[config.mk]
export PLATFORM = sky130hd
export DESIGN_NAME = xyolo_read_flat
export DESIGN_NICKNAME = d
export VERILOG_FILES = /design/src/rtl/xyolo_read_pkg.sv /design/src/rtl/xyolo_read_if.sv /design/src/rtl/xyolo_read_fifo.sv /design/src/rtl/xyolo_read.sv /design/src/flat_wrapper.sv
export SDC_FILE = /design/constraint.sdc
export NUM_CORES = 1
export LEC_CHECK = 0
export ABC_AREA = 1
export ABC_CLOCK_PERIOD_IN_PS = 7700
export CAP_MARGIN = 20
export CORE_MARGIN = 8
export CORE_UTILIZATION = 37
export CTS_CLUSTER_SIZE = 14
export DETAILED_ROUTE_END_ITERATION = 12
export PLACE_DENSITY = 0.57
export SETUP_SLACK_MARGIN = 0.5
export SLEW_MARGIN = 20
export SYNTH_ARGS = -nofsm -noshare
export SYNTH_HDL_FRONTEND = slang
export SYNTH_SLANG_ARGS = --single-unit
[constraint.sdc]
create_clock -name clk -period 7.7 [get_ports clk]
set_input_delay 1.54 -clock clk [delete_from_list [all_inputs] [get_ports clk]]
set_output_delay 1.54 -clock clk [all_outputs]
set_load 0.1 [all_outputs]
[src/rtl/xyolo_read_pkg.sv]
// Shared definitions for the xyolo read-side feeder: FSM encoding and default sizes.
package xyolo_read_pkg;
  localparam int XR_CNT_W      = 16;
  localparam int XR_FIFO_DEPTH = 4;

  typedef enum logic [1:0] {
    ST_IDLE  = 2'd0,
    ST_FETCH = 2'd1,
    ST_DRAIN = 2'd2,
    ST_DONE  = 2'd3
  } xr_state_t;
endpackage

[src/rtl/xyolo_read_if.sv]
// Pipelined memory read port: request/grant address phase, in-order rvalid data phase.
interface xyolo_read_if #(
  parameter int ADDR_W = 32,
  parameter int WORD_W = 32
);
  logic              m_req;
  logic [ADDR_W-1:0] m_addr;
  logic              m_gnt;
  logic              m_rvalid;
  logic [WORD_W-1:0] m_rdata;

  modport master (output m_req, m_addr, input m_gnt, m_rvalid, m_rdata);
  modport slave  (input m_req, m_addr, output m_gnt, m_rvalid, m_rdata);
endinterface

[src/rtl/xyolo_read_fifo.sv]
// Response buffer: synchronous FIFO with a per-entry tag bit and simultaneous push/pop.
module xyolo_read_fifo #(
  parameter int W     = 32,
  parameter int DEPTH = 4,
  localparam int PTR_W    = $clog2(DEPTH),
  localparam int CNT_BITS = PTR_W + 1
) (
  input  logic                clk,
  input  logic                rst,
  input  logic                push,
  input  logic [W-1:0]        push_data,
  input  logic                push_tag,
  input  logic                pop,
  output logic [W-1:0]        head_data,
  output logic                head_tag,
  output logic                empty,
  output logic [CNT_BITS-1:0] count
);
  logic [W-1:0]     mem_q [DEPTH];
  logic [DEPTH-1:0] tag_q;
  logic [PTR_W-1:0] wr_ptr;
  logic [PTR_W-1:0] rd_ptr;
  logic             wr_en;
  logic             rd_en;

  // A push into a full buffer is only taken when the head leaves in the same cycle.
  assign rd_en = pop && !empty;
  assign wr_en = push && ((count != CNT_BITS'(DEPTH)) || rd_en);

  always_ff @(posedge clk) begin
    if (wr_en) begin
      mem_q[wr_ptr] <= push_data;
      tag_q[wr_ptr] <= push_tag;
    end
  end

  always_ff @(posedge clk) begin
    if (rst) begin
      wr_ptr <= '0;
      rd_ptr <= '0;
      count  <= '0;
    end else begin
      if (wr_en) wr_ptr <= wr_ptr + 1'b1;
      if (rd_en) rd_ptr <= rd_ptr + 1'b1;
      case ({wr_en, rd_en})
        2'b10:   count <= count + 1'b1;
        2'b01:   count <= count - 1'b1;
        default: ;
      endcase
    end
  end

  assign empty     = (count == '0);
  assign head_data = mem_q[rd_ptr];
  assign head_tag  = tag_q[rd_ptr];
endmodule

[src/rtl/xyolo_read.sv]
// Read-side feeder: fetches bias+weight words per kernel, buffers them under credit control,
// and presents one weight vector per handshake with the kernel bias and an ld_acc marker.
module xyolo_read
  import xyolo_read_pkg::*;
#(
  parameter int DATAPATH_W = 32,
  parameter int N_MACS     = 1,
  parameter int ADDR_W     = 32,
  parameter int CNT_W      = XR_CNT_W,
  parameter int FIFO_DEPTH = XR_FIFO_DEPTH
) (
  input  logic                         clk,
  input  logic                         rst,
  input  logic                         run,
  input  logic [ADDR_W-1:0]            base_addr,
  input  logic [CNT_W-1:0]             n_words,
  input  logic [CNT_W-1:0]             n_kernels,
  output logic                         busy,
  output logic                         done,
  xyolo_read_if.master                 mem,
  output logic                         out_valid,
  input  logic                         out_ready,
  output logic [N_MACS*DATAPATH_W-1:0] flow_out_weight,
  output logic [DATAPATH_W-1:0]        flow_out_bias,
  output logic                         ld_acc
);
  localparam int WORD_W = N_MACS * DATAPATH_W;
  localparam int TOT_W  = 2 * CNT_W + 1;
  localparam int FCNT_W = $clog2(FIFO_DEPTH) + 1;
  localparam int CRD_W  = FCNT_W + 1;

  xr_state_t         state;
  logic [CNT_W-1:0]  n_words_q;
  logic [CNT_W-1:0]  n_kernels_q;
  logic [CNT_W-1:0]  rsp_idx;
  logic [CNT_W-1:0]  wt_idx;
  logic [CNT_W-1:0]  kern_idx;
  logic [TOT_W-1:0]  total_q;
  logic [TOT_W-1:0]  req_cnt;
  logic [FCNT_W-1:0] outstanding;
  logic [FCNT_W-1:0] fifo_count;
  logic [CRD_W-1:0]  credit_used;
  logic [WORD_W-1:0] head_data;
  logic              head_is_bias;
  logic              fifo_empty;
  logic              grant;
  logic              rsp_push;
  logic              bias_pop;
  logic              wt_hs;
  logic              last_req;
  logic              last_wt;

  // Every in-flight request already owns a FIFO slot, so responses can never overflow it.
  assign credit_used = CRD_W'(outstanding) + CRD_W'(fifo_count);
  assign mem.m_req   = (state == ST_FETCH) && (credit_used < CRD_W'(FIFO_DEPTH));
  assign grant       = mem.m_req && mem.m_gnt;
  assign last_req    = (req_cnt == total_q - 1'b1);
  assign rsp_push    = mem.m_rvalid && ((state == ST_FETCH) || (state == ST_DRAIN));

  xyolo_read_fifo #(
    .W     (WORD_W),
    .DEPTH (FIFO_DEPTH)
  ) u_fifo (
    .clk       (clk),
    .rst       (rst),
    .push      (rsp_push),
    .push_data (mem.m_rdata),
    .push_tag  (rsp_idx == '0),
    .pop       (bias_pop || wt_hs),
    .head_data (head_data),
    .head_tag  (head_is_bias),
    .empty     (fifo_empty),
    .count     (fifo_count)
  );

  // Bias words are consumed internally; only weight words are offered downstream.
  assign bias_pop        = !fifo_empty && head_is_bias;
  assign out_valid       = !fifo_empty && !head_is_bias;
  assign wt_hs           = out_valid && out_ready;
  assign ld_acc          = out_valid && (wt_idx == '0);
  assign flow_out_weight = head_data;
  assign last_wt         = wt_hs && (wt_idx == n_words_q - 1'b1) && (kern_idx == n_kernels_q - 1'b1);

  always_ff @(posedge clk) begin
    if (rst) begin
      state         <= ST_IDLE;
      busy          <= 1'b0;
      done          <= 1'b0;
      mem.m_addr    <= '0;
      flow_out_bias <= '0;
      n_words_q     <= '0;
      n_kernels_q   <= '0;
      total_q       <= '0;
      req_cnt       <= '0;
      outstanding   <= '0;
      rsp_idx       <= '0;
      wt_idx        <= '0;
      kern_idx      <= '0;
    end else begin
      done <= 1'b0;
      if (grant) begin
        mem.m_addr <= mem.m_addr + 1'b1;
        req_cnt    <= req_cnt + 1'b1;
      end
      case ({grant, rsp_push})
        2'b10:   outstanding <= outstanding + 1'b1;
        2'b01:   outstanding <= outstanding - 1'b1;
        default: ;
      endcase
      if (rsp_push) rsp_idx <= (rsp_idx == n_words_q) ? '0 : rsp_idx + 1'b1;
      if (bias_pop) flow_out_bias <= head_data[DATAPATH_W-1:0];
      if (wt_hs) begin
        if (wt_idx == n_words_q - 1'b1) begin
          wt_idx   <= '0;
          kern_idx <= kern_idx + 1'b1;
        end else begin
          wt_idx <= wt_idx + 1'b1;
        end
      end

      case (state)
        ST_IDLE: begin
          if (run) begin
            busy <= 1'b1;
            if ((n_words == '0) || (n_kernels == '0)) begin
              state <= ST_DONE;
              done  <= 1'b1;
            end else begin
              state       <= ST_FETCH;
              n_words_q   <= n_words;
              n_kernels_q <= n_kernels;
              total_q     <= TOT_W'(n_kernels) * (TOT_W'(n_words) + 1'b1);
              mem.m_addr  <= base_addr;
              req_cnt     <= '0;
              rsp_idx     <= '0;
              wt_idx      <= '0;
              kern_idx    <= '0;
            end
          end
        end
        ST_FETCH: if (grant && last_req) state <= ST_DRAIN;
        ST_DRAIN: begin
          if (last_wt) begin
            state <= ST_DONE;
            done  <= 1'b1;
          end
        end
        default: begin
          state <= ST_IDLE;
          busy  <= 1'b0;
        end
      endcase
    end
  end
endmodule

[src/flat_wrapper.sv]
// flat-port wrapper written by rule: the top's interface ports become plain ports
module xyolo_read_flat import xyolo_read_pkg::*;
#(
  parameter int DATAPATH_W = 32,
  parameter int N_MACS     = 1,
  parameter int ADDR_W     = 32,
  parameter int CNT_W      = XR_CNT_W,
  parameter int FIFO_DEPTH = XR_FIFO_DEPTH
)
  (clk, rst, run, base_addr, n_words, n_kernels, busy, done, out_valid, out_ready, flow_out_weight, flow_out_bias, ld_acc, mem_m_req, mem_m_addr, mem_m_gnt, mem_m_rvalid, mem_m_rdata);
  xyolo_read_if #(.ADDR_W(ADDR_W), .WORD_W(32)) mem_i ();
  input  logic clk;
  input  logic rst;
  input  logic run;
  input  logic [ADDR_W-1:0] base_addr;
  input  logic [CNT_W-1:0] n_words;
  input  logic [CNT_W-1:0] n_kernels;
  output logic busy;
  output logic done;
  output logic out_valid;
  input  logic out_ready;
  output logic [N_MACS*DATAPATH_W-1:0] flow_out_weight;
  output logic [DATAPATH_W-1:0] flow_out_bias;
  output logic ld_acc;
  output wire logic [$bits(mem_i.m_req)-1:0] mem_m_req;
  output wire logic [$bits(mem_i.m_addr)-1:0] mem_m_addr;
  input wire logic [$bits(mem_i.m_gnt)-1:0] mem_m_gnt;
  input wire logic [$bits(mem_i.m_rvalid)-1:0] mem_m_rvalid;
  input wire logic [$bits(mem_i.m_rdata)-1:0] mem_m_rdata;
  assign mem_m_req = mem_i.m_req;
  assign mem_m_addr = mem_i.m_addr;
  assign mem_i.m_gnt = mem_m_gnt;
  assign mem_i.m_rvalid = mem_m_rvalid;
  assign mem_i.m_rdata = mem_m_rdata;
  xyolo_read #(.DATAPATH_W(DATAPATH_W), .N_MACS(N_MACS), .ADDR_W(ADDR_W), .CNT_W(CNT_W), .FIFO_DEPTH(FIFO_DEPTH)) u_core (.clk(clk), .rst(rst), .run(run), .base_addr(base_addr), .n_words(n_words), .n_kernels(n_kernels), .busy(busy), .done(done), .mem(mem_i), .out_valid(out_valid), .out_ready(out_ready), .flow_out_weight(flow_out_weight), .flow_out_bias(flow_out_bias), .ld_acc(ld_acc));
endmodule
# Word-level counts from Yosys, hierarchy flattened
# Memory sizes are Yosys's and may differ from the RTL's. A register that Yosys moved wholly into a read port is not among the register bits.
# Index checks and enable logic that the tools add are counted.
# op_classes
mux	45
addsub	16
div_mod_pow	0
bitwise_logic	2
reduce_logical	31
n_lt_le_gt_ge	4
eq_ne	14
n_shift	0
n_mul	1
# op_table
operator	n
$mux 16	15
$mux 33	4
$mux 32	4
$logic_not 16->1	4
$add 16x1->16 const B	3
$eq 16x16->1	3
$add 33x1->33 const B	1
$eq 33x33->1	1
$mul 16x33->33	1
$sub 33x1->33 const B	1
$add 32x1->32 const B	1
$sub 16x1->16 const B	2
$add 16x1->17 const B	1
$logic_and 1x1->1	13
$mux 2	6
$pmux 3 s2	2
$mux 1	8
$add 3x1->3 const B	2
$eq 2x1->1 const B	3
$eq 2x2->1 const B	3
$lt 2x3->1 const B	2
$pmux 2 s3	1
$reduce_and 3->1	2
$sub 3x1->3 const B	2
other kinds (19)	28
# totals
in_bits	102
ff_bits	228
out_inout_bits	101
mem_count	1
latchBits	0
elab_cells	131
mem_bits_rw	128
romBits	0
# mem_list
name	words	word_bits	read_ports	rd_ports_with_merged_regs	wr	line	text
u_core.u_fifo.mem_q	4	32	1	1	1	xyolo_read_fifo.sv:19	logic [W-1:0] mem_q [DEPTH];

# Longest topological paths before layout
# Gate-level depths: netlist of the first run.
# logic_depth
ltp_word	11
depth_mapped	37
depth_no_buf	37

# Hierarchy
# Synthesis of the first run repeated with hierarchy kept, for this count alone.
# unflattened
hier_cells	3538
area_unflattened_um2	27589.0
# modules_own_cells
module	cells_each	seq_area_each_um2	area_each_um2	n_inst
xyolo_read	3147	4344.2	22172.5	1
xyolo_read_fifo	391	4144.0	5416.4	1

# Least setup slack after synthesis of the first run
# No wires, ideal clock.
# synth_timing
path_type	input to register
from	in n_words[0]
to	reg u_core.total_q[29]
setup_ns	0.115
n_path_buf	0
path_slack_ns	-0.027
required_time_ns	7.585
path_stages	35
arrival_ns	7.612
cell_sequence	ha_1 -> nand2_1 -> nor2_1 -> inv_1 -> nor2_1 -> inv_1 -> nor2_1 -> nand3_1 -> nor2_1 -> nand2_1 -> nand2_1 -> nand2_1 -> clkinv_1 -> nand2_1 -> fa_1 -> fa_1 -> fa_1 -> inv_1 -> fa_1 -> fa_1 -> inv_1 -> fa_1 -> inv_1 -> ha_1 -> nand2_1 -> nor2_1 -> inv_1 -> o21ai_0 -> a21oi_1 -> o21ai_0 -> nand2_1 -> nand3_1 -> nand2_1 -> o21ai_0 -> inv_1
# synth_between
elab_chain_len	4
elab_cells_between_ends	6
cone_classes	1 x add/sub; 1 x mul; 1 x bitwise; 3 x reduce/logical
# synth_lines
item	line	text
start, declared	flat_wrapper.sv:16	input logic [CNT_W-1:0] n_words;
branches (longest 4 deep; another with $mul 16x33->33)	n/a	
end signal, assigned	xyolo_read.sv:132	total_q <= TOT_W'(n_kernels) * (TOT_W'(n_words) + 1'b1);
end, declared	xyolo_read.sv:38	logic [TOT_W-1:0] total_q;
# Parallel ways; which one is timed is not known.
# A chain may end at the register's enable or synchronous reset.

# Worst setup path in the final report of the first run
# layout_timing
from	in n_words[0]
to	reg u_core.total_q[26]
# The elaborated chain is that of the path after synthesis.

==> impl_summary.txt, run 1 <==
----------------------------------------------------
[Die]
  Number of placed I/O pins ... 203
  DIE AREA ... 83000 um2
  DIE HEIGHT ... 288 um
  Initial Utilization ... 0.371
  DIE WIDTH ... 288 um
  Placeable Area ... 73900 um2
  Placement row count ... 100

[Logic synthesis]
  Sequential cell area fraction in the yosys report ... 0.310
  Number of storage elements in the synthesis netlist ... 358
  Number of flops mapped to enable cells by yosys ... 132
  Synthesized netlist cell count ... 3497
  Synth Warn # ... 0
  Post-synthesis area per instance ... 7.84 um2
  Post-synth top flop ... dfxtp_1
  Fraction of registers with async set/reset ... 0
  Synthesized area ... 27400 um2
  Post-Syn Nets ... 3938
  Unique masters post-synth ... 58

[Outcome]
  Outcome ... finished, final reports clean

[GRT]
  Aggregate global-route resource usage ... 0.197
  Largest net degree at the start of global routing ... 74
  Via count of the first global-routing pass ... 24000
  Number of antenna violations at the first check in global routing ... 7
  Global-route wire length before repair ... 131000 um
  Overflow left after global routing ... 0

[Layout]
  Number of nets in the layout ... 4326
  Register area ... 8490 um2
  Total area of multi-input combinational cells ... 17100 um2
  Number of filler cells placed in the layout ... 7309
  Final non-filler cell total ... 4891
  Share of cells above drive strength 1 ... 0.139
  Area growth from synthesis to layout ... 25.6%
  Non-Filler Cell Area, Final ... 34400 um2

[Worst setup path]
  Biggest fanout along the worst timing path ... 4
  Critical path's largest stage delay ... 0.55 ns
  Class of the most critical setup path ... in -> reg
  Slowest cell on the critical path ... fa_1
  Worst EP required ... 8.16 ns
  Critical Path Sink Type ... register
  Critical Path Start Type ... input pin
  Endpoint arrival time on the critical path ... 7.57 ns
  Critical path's most frequent cell ... inv_1

[Route]
  Total wire length ... 81400 um
  First DRT Iteration DRCs ... 1511
  Total DRC errors in the routed layout ... 0
  Post-detailed-route wirelength per cell ... 16.6 um
  Vias per std cell ... 4.89
  1st-pass router iterations ... 6
  Final ANT Viol Nets ... 0
  Vias post-DR ... 23900

[Placed design]
  # placed instances ... 4793
  Placed inst area ... 32300 um2
  Post-detail-place hpwl ... 63900 um
  Pre-CTS worst setup slack ... -0.708 ns
  Final estimated routing congestion in global placement ... 0.924
  Port-buffer cells ... 202

[Timing]
  Period Utilization, post-route ... 0.924
  Final setup viols ... 0
  Unrepaired setup endpoints after global routing ... true
  Setup tns final ... 0 ns
  Clock period minus final worst setup slack ... 7.12 ns
  Endpoints failing hold ... 0
  Clock Skew ... 0.0353 ns
  Max Transition Viols Final ... 0
  Worst-case setup margin in the final layout ... 0.585 ns
  Max-slew headroom at the worst pin ... 0.271
  Slew of the pin with the lowest slew margin ... 1.09 ns
  Achievable frequency ... 141 MHz

[Clocking]
  Cts bufs inserted ... 40
  Clock slew seen by the registers of the worst setup and hold paths ... 0.06 ns
  # H-tree levels ... 2
  Clk Latency, worst-skew pair ... 0.60 ns
  Max Buffers Root-to-Sink ... 3
  TritonCTS clock tree ... built
  Clock sink count ... 358
  Clock Root Buffer ... clkbuf_16

[Run]
  Max cap viols ... 0

[Hold path]
  Class of the worst hold path ... reg -> reg

----------------------------------------------------
[Yosys cell counts (8+ instances only)]
library cell  number  area (um2)
buf_2             11        55.1
nand3_1          117         586
ha_1             129        1610
nor2_1           507        1900
nor3_1            51         255
nand4_1           62         388
xnor2_1           61         534
o21ai_0          228        1140
dfxtp_1          226        4520
o21a_1            11        82.6
nor4_1            25         156
inv_1            559        2100
nand2_1          643        2410
o211ai_1          12        90.1
mux2i_1           21         210
nor3b_1            8        60.1
o22ai_1           34         213
edfxtp_1         132        3960
xor2_1           116        1020
fa_1             210        4200
clkbuf_1          89         334
clkinv_1           8        30.0
nor2_2             8        50.1
buf_1              8        30.0
o21ai_1           10        50.1
nor3_2            10         100
a21oi_1          119         596
[what timing repair did]
item / 4_1_cts / 5_1_grt
pin swaps: 33 / 81
resized for setup: 55 / 162
hold endpoints to repair: 0 / 0
buffers inserted: 3 / 16
hold buffers: 0 / 0
setup endpoints to repair: 22 / 21
[area by class of cell]
type                       count  share of cell area
multi-input combinational   2452               0.497
sequential                   358               0.247
timing repair buffer         459               0.119
inverter                     574              0.0631
tap                          969              0.0352
clock buffer                  57              0.0327
clock inverter                17             0.00658
antenna                        5            0.000364
[cell usage in the layout (no fill, tap or decap), drive strengths merged, types with 9 or more instances in the layout]
cell / instances
o211ai: 12
nor4: 28
nand3: 124
fa: 210
o21a: 11
dfxtp: 226
edfxtp: 132
a21oi: 120
o21ai: 238
clkinv: 22
inv: 566
xnor2: 61
clkdlybuf4s50: 188
buf: 261
nand4: 62
xor2: 116
nor3: 64
clkbuf: 61
nor2: 519
o22ai: 34
nor3b: 9
ha: 129
nand2: 647
mux2i: 21
[per-stage QoR]
stage	hold WS, ns	utilization
finish	0.443	0.465
global route	0.458	0.465
floorplan	0.443	-
global placement	0.431	0.437
CTS	0.447	0.457
detailed placement	0.437	0.437
[worst paths after layout]
| kind | start | endpoint | slack [ns] | cells after the start |
|---|---|---|---|---|
| max | n_words[0] | u_core.total_q[26] | 0.58 | 36 |
| min | u_core.flow_out_bias[12] | u_core.flow_out_bias[12] | 0.44 | 2 |
| max reg2reg | u_core.u_fifo.rd_ptr[0] | u_core.u_fifo.count[1] | 4.12 | 16 |
| min reg2reg | u_core.flow_out_bias[12] | u_core.flow_out_bias[12] | 0.44 | 2 |
[registers in the layout (all words and copies together), names as in the netlist, 16 cells and up, named ones only]
| register | count |
|---|---|
| u_core.flow_out_bias | 32 |
| u_core.kern_idx | 16 |
| u_core.mem.m_addr | 32 |
| u_core.n_kernels_q | 16 |
| u_core.n_words_q | 16 |
| u_core.req_cnt | 33 |
| u_core.rsp_idx | 16 |
| u_core.total_q | 33 |
| u_core.u_fifo.mem_q | 128 |
| u_core.wt_idx | 16 |
[worst max-delay path, delay by kind of cell]
| family | cells | cell delay [ns] |
|---|---|---|
| buf+inv | 13 | 1.00 |
| simple gates | 12 | 1.15 |
| fa+ha+maj | 7 | 3.32 |
| compound gates | 4 | 0.55 |
[cells by family after synthesis]
| family | Yosys count | synth area share |
|---|---|---|
| mux | 21 | 0.00767 |
| buf+inv | 687 | 0.0956 |
| flops | 358 | 0.310 |
| fa+ha+maj | 339 | 0.212 |
| xor+xnor | 178 | 0.0574 |
| simple gates | 1467 | 0.228 |
| compound gates | 447 | 0.0890 |
[routing by layer]
metal  vias to the layer above  track usage  part of all wire
li1                      11900            -                 -
met1                     11400        0.250              0.43
met2                       524        0.346              0.49
met3                       125       0.0256             0.049
met4                         2       0.0628             0.030
met5                         -            0          0.000086
Power of run 1 is left out: the tool's default activity adds up to more than one toggle a clock period on the data nets, which glitch-free logic cannot reach.
==> inputs of run 2 (changes only) <==
GPL_TIMING_DRIVEN = 0   (was not set)
==> impl_summary.txt, run 2 (synthesis gave the netlist of run 1 again) <==
----------------------------------------------------
[Timing]
  Max-slew headroom at the worst pin ... 0.266
  Max Transition Viols Final ... 0
  Clock Skew ... 0.0143 ns
  Unrepaired setup endpoints after global routing ... true
  Slew of the pin with the lowest slew margin ... 1.10 ns
  Period Utilization, post-route ... 0.971
  Endpoints failing hold ... 0
  Achievable frequency ... 134 MHz
  Final setup viols ... 0
  Clock period minus final worst setup slack ... 7.48 ns

[GRT]
  GR Util met1 ... 0.268
  Overflow left after global routing ... 0
  Top Usage Layer GRT ... met2
  Global-route wire length before repair ... 138000 um
  Number of antenna violations at the first check in global routing ... 4
  Largest net degree at the start of global routing ... 24
  Met3 Resource Use GR ... 0.0263
  Aggregate global-route resource usage ... 0.212
  Met2 demand-to-capacity share in global routing ... 0.371
  Via count of the first global-routing pass ... 24300

[Clocking]
  Cts bufs inserted ... 41
  Clock slew seen by the registers of the worst setup and hold paths ... 0.06 ns
  Post-CTS Hold Fix Bufs ... 0
  # H-tree levels ... 2
  TritonCTS clock tree ... built
  Clock Root Buffer ... clkbuf_16
  Max Buffers Root-to-Sink ... 3
  Clock sink count ... 358
  Clk Latency, worst-skew pair ... 0.58 ns

[Die]
  DIE HEIGHT ... 288 um
  Number of placed I/O pins ... 203
  Placement row count ... 100
  Placeable Area ... 73900 um2
  DIE WIDTH ... 288 um
  Initial Utilization ... 0.371
  DIE AREA ... 83000 um2

[Layout]
  Register area ... 8490 um2
  Non-Filler Cell Area, Final ... 33600 um2
  Top library cells by usage in the layout, fill and taps aside ... 611 x nand2_1, 531 x inv_1, 485 x nor2_1
  Post-layout util ... 0.454
  Total area of multi-input combinational cells ... 17100 um2
  Area growth from synthesis to layout ... 22.6%
  Largest Register ... u_core.u_fifo.mem_q
  Biggest registers after layout ... u_core.u_fifo.mem_q x128, u_core.req_cnt x33, u_core.total_q x33
  Number of filler cells placed in the layout ... 7440
  Final non-filler cell total ... 4811
  Share of cells above drive strength 1 ... 0.103
  Commonest non-fill, non-tap cell in the layout ... nand2_1
  Max reg flops ... 128
  Number of nets in the layout ... 4247

[Hold path]
  Startpoint of the most critical hold path ... u_core.flow_out_bias[3]
  Hold Path Stages ... 2
  Class of the worst hold path ... reg -> reg
  Sink of the worst hold path ... u_core.flow_out_bias[3]

[Worst setup path]
  Number of cell instances on the worst register-to-register path ... 14
  Endpoint arrival time on the critical path ... 7.95 ns
  Endpoint of the lowest-slack register-to-register path ... u_core.u_fifo.count[2]
  Critical path's largest stage delay ... 0.61 ns
  Register-to-Register Setup Slack ... 4.23 ns
  Critical Path Start Type ... input pin
  Biggest fanout along the worst timing path ... 8
  Critical Path Sink Type ... register
  Slowest cell on the critical path ... fa_2
  Class of the most critical setup path ... in -> reg
  Critical path's most frequent cell ... inv_2
  Crit path from ... n_words[4]
  Launch point of the worst reg-to-reg path ... u_core.u_fifo.count[0]
  Worst EP required ... 8.17 ns

[Placed design]
  Final estimated routing congestion in global placement ... 0.939
  Port-buffer cells ... 196
  # placed instances ... 4666
  Placed inst area ... 31000 um2
  Post-detail-place hpwl ... 69200 um

[Run]
  Max cap viols ... 0

[Route]
  1st-pass router iterations ... 5
  Total DRC errors in the routed layout ... 0
  Post-detailed-route wirelength per cell ... 18.5 um
  Vias post-DR ... 24000
  Vias per std cell ... 4.98
  Total wire length ... 88800 um
  Final ANT Viol Nets ... 0
  First DRT Iteration DRCs ... 1621

[Outcome]
  Outcome ... finished, final reports clean

----------------------------------------------------
run 2: cell count changes in the layout (fill, tap and decap cells not counted), sizes merged, moves of 3 or more:
cell | previous run | this run
clkbuf | 61 | 142
clkdlybuf4s15 | 2 | 5
buf | 261 | 100
dlygate4sd2 | 2 | 5
clkinvlp | 0 | 7
clkdlybuf4s50 | 188 | 182
clkinv | 22 | 16
run 2: how the worst max path moves through the flow:
stage	endpoint	cells past startpoint
floorplan	u_core.total_q[29]	32
global placement	u_core.total_q[29]	34
detailed placement	u_core.total_q[29]	34
CTS	u_core.total_q[29]	33
global route	u_core.total_q[29]	34
finish	u_core.total_q[29]	31
run 2: metal layers:
metal | wire, um | vias to the layer above | share of wire
li1 | - | 11700 | -
met1 | 37700 | 11400 | 0.42
met2 | 43000 | 691 | 0.48
met3 | 4820 | 161 | 0.054
met4 | 3260 | 2 | 0.037
met5 | 13 | - | 0.00015
run 2: through the flow:
step / hold slack [ns] / TNS, ns / worst slack, ns
6_report: 0.446 / 0 / 0.225
3_5_place_dp: 0.438 / -39.66 / -2.13
4_1_cts: 0.447 / 0 / 0.450
3_3_place_gp: 0.433 / -38.54 / -2.10
5_1_grt: 0.473 / -0.00144 / -0.00144
2_1_floorplan: 0.443 / 0 / 0.265
run 2: repair_timing:
| action | CTS | global route |
|---|---|---|
| pin swaps | 81 | 67 |
| resized for setup | 170 | 98 |
| setup buffers | 46 | 19 |
| cloned | 1 | 0 |
| hold endpoints to repair | 0 | 0 |
| endpoints found under the setup margin | 26 | 21 |
run 2: critical path, delay by kind of cell:
| kind | cells | cell delay [ns] |
|---|---|---|
| AOI/OAI and AO/OA | 5 | 0.82 |
| and+or+nand+nor | 11 | 1.26 |
| adders and majority gates | 7 | 3.47 |
| buffers and inverters | 8 | 0.84 |
run 2: cell type report:
type	instances	share of cell area
Tap cell	969	0.0361
Inverter	574	0.0659
Multi-Input combinational cell	2452	0.509
Timing Repair Buffer	266	0.0782
Clock buffer	55	0.0330
Antenna cell	3	0.000223
Clock inverter	21	0.00872
Sequential cell	358	0.253
Buffer	113	0.0160
Power of run 2 is left out for the same reason.
==> inputs of run 3 (changes only) <==
HOLD_SLACK_MARGIN = 0.05   (was not set)
SLEW_MARGIN = 30   (was 20)
==> impl_summary.txt, run 3 (synthesis gave the netlist of run 1 again) <==
----------------------------------------------------
[Outcome]
  Outcome ... finished, final reports clean

[Worst setup path]
  Critical path's most frequent cell ... buf_4
  Launch point of the worst reg-to-reg path ... u_core.u_fifo.count[0]
  Slowest cell on the critical path ... fa_2
  Register-to-Register Setup Slack ... 4.27 ns
  Critical path's largest stage delay ... 0.62 ns
  Critical Path Sink Type ... register
  Biggest fanout along the worst timing path ... 4
  Critical Path Start Type ... input pin
  Worst EP required ... 8.15 ns
  Number of cell instances on the worst register-to-register path ... 14
  Endpoint of the lowest-slack register-to-register path ... u_core.u_fifo.count[2]
  Endpoint arrival time on the critical path ... 7.85 ns
  Class of the most critical setup path ... in -> reg

[GRT]
  Number of antenna violations at the first check in global routing ... 1
  Via count of the first global-routing pass ... 24000
  Global-route wire length before repair ... 138000 um
  Aggregate global-route resource usage ... 0.212
  Largest net degree at the start of global routing ... 19
  Overflow left after global routing ... 0

[Layout]
  Area growth from synthesis to layout ... 22.6%
  Non-Filler Cell Area, Final ... 33600 um2
  Ant. Diodes ... 0
  Commonest non-fill, non-tap cell in the layout ... nand2_1
  Number of filler cells placed in the layout ... 7427
  Largest Register ... u_core.u_fifo.mem_q
  Number of nets in the layout ... 4251
  Biggest registers after layout ... u_core.u_fifo.mem_q x128, u_core.req_cnt x33, u_core.total_q x33
  Top library cells by usage in the layout, fill and taps aside ... 609 x nand2_1, 528 x inv_1, 484 x nor2_1
  Final non-filler cell total ... 4810
  Max reg flops ... 128
  Share of cells above drive strength 1 ... 0.109

[Die]
  DIE HEIGHT ... 288 um
  Number of placed I/O pins ... 203
  Initial Utilization ... 0.371
  DIE WIDTH ... 288 um
  DIE AREA ... 83000 um2
  Placement row count ... 100
  Placeable Area ... 73900 um2

[Timing]
  Slew of the pin with the lowest slew margin ... 1.05 ns
  Endpoints failing hold ... 0
  Clock period minus final worst setup slack ... 7.39 ns
  Max Transition Viols Final ... 0
  Period Utilization, post-route ... 0.960
  Final setup viols ... 0
  Max-slew headroom at the worst pin ... 0.297
  Unrepaired setup endpoints after global routing ... true
  Setup tns final ... 0 ns
  Achievable frequency ... 135 MHz
  Clock Skew ... 0.0232 ns

[Clocking]
  Max Buffers Root-to-Sink ... 3
  Clk Latency, worst-skew pair ... 0.58 ns
  Clock Root Buffer ... clkbuf_16
  TritonCTS clock tree ... built
  Clock sink count ... 358
  # H-tree levels ... 2
  Clock slew seen by the registers of the worst setup and hold paths ... 0.06 ns
  Cts bufs inserted ... 39

[Route]
  Vias post-DR ... 24100
  Final ANT Viol Nets ... 0
  Post-detailed-route wirelength per cell ... 18.5 um
  Vias per std cell ... 5.01
  1st-pass router iterations ... 5
  Total wire length ... 88900 um
  Total DRC errors in the routed layout ... 0
  First DRT Iteration DRCs ... 1453

[Run]
  Max cap viols ... 0

[Placed design]
  Port-buffer cells ... 196
  Placed inst area ... 31000 um2
  # placed instances ... 4668
  Final estimated routing congestion in global placement ... 0.939
  Post-detail-place hpwl ... 69200 um

[Hold path]
  Sink of the worst hold path ... u_core.flow_out_bias[9]
  Startpoint of the most critical hold path ... u_core.flow_out_bias[9]
  Hold Path Stages ... 2
  Class of the worst hold path ... reg -> reg

----------------------------------------------------
==> run 3: cell types whose count changed in the layout (fill, tap and decap cells not counted), sizes merged <==
| cell | delta |
|---|---|
| buf | +15 |
| clkdlybuf4s50 | -9 |
| clkinvlp | -4 |
| clkinv | +3 |
| diode | -3 |
| dlygate4sd2 | -2 |
| bufinv | -1 |
==> run 3: final cells by class <==
type                    count  area (um2)  share of cell area
flip-flops and latches    358        8490               0.253
multi-input cells        2452       17100               0.510
repair buffers            272        2680              0.0799
well taps                 969        1210              0.0361
clock buffers              53        1100              0.0327
clock inverters            19         249             0.00741
plain buffers             113         527              0.0157
inverters                 574        2200              0.0656
==> run 3: worst max path at each step <==
stage | slack [ns] | to | startpoint
global placement | -2.10 | u_core.total_q[29] | n_words[0]
floorplan | 0.26 | u_core.total_q[29] | n_words[0]
detailed placement | -2.13 | u_core.total_q[29] | n_words[0]
finish | 0.31 | u_core.total_q[27] | n_words[0]
CTS | 0.40 | u_core.total_q[29] | n_words[0]
global route | 0.10 | u_core.total_q[30] | n_words[0]
==> run 3: timing repair <==
action	CTS	global route
buffers inserted	47	22
hold endpoints to repair	0	0
cloned	1	0
pin swaps	65	80
resized for setup	168	117
hold buffers	0	0
endpoints found under the setup margin	26	19
==> run 3: metrics by stage <==
step                       util  setup slack [ns]  hold WS [ns]
after CTS                 0.447             0.405         0.448
final                     0.454             0.306         0.447
after global placement    0.417             -2.10         0.433
after floorplan               -             0.265         0.443
after detailed placement  0.419             -2.13         0.439
after global routing      0.454             0.103         0.473
==> run 3: layer usage <==
layer,vias to the layer above,wire length (um),global-route usage,share of wire
li1,11800,-,-,-
met3,171,4680,0.0247,0.053
met1,11500,38200,0.271,0.43
met5,-,13,0,0.00015
met4,2,3270,0.0758,0.037
met2,666,42700,0.368,0.48
==> run 3: worst max-delay path, delay by kind of cell <==
family                   cells  cell delay, ns
adder cells (fa/ha/maj)      8            3.40
buffers and inverters       13            1.30
AO/OA/AOI/OAI                5            0.79
AND/OR/NAND/NOR              8            0.77
Power of run 3 is left out for the same reason.
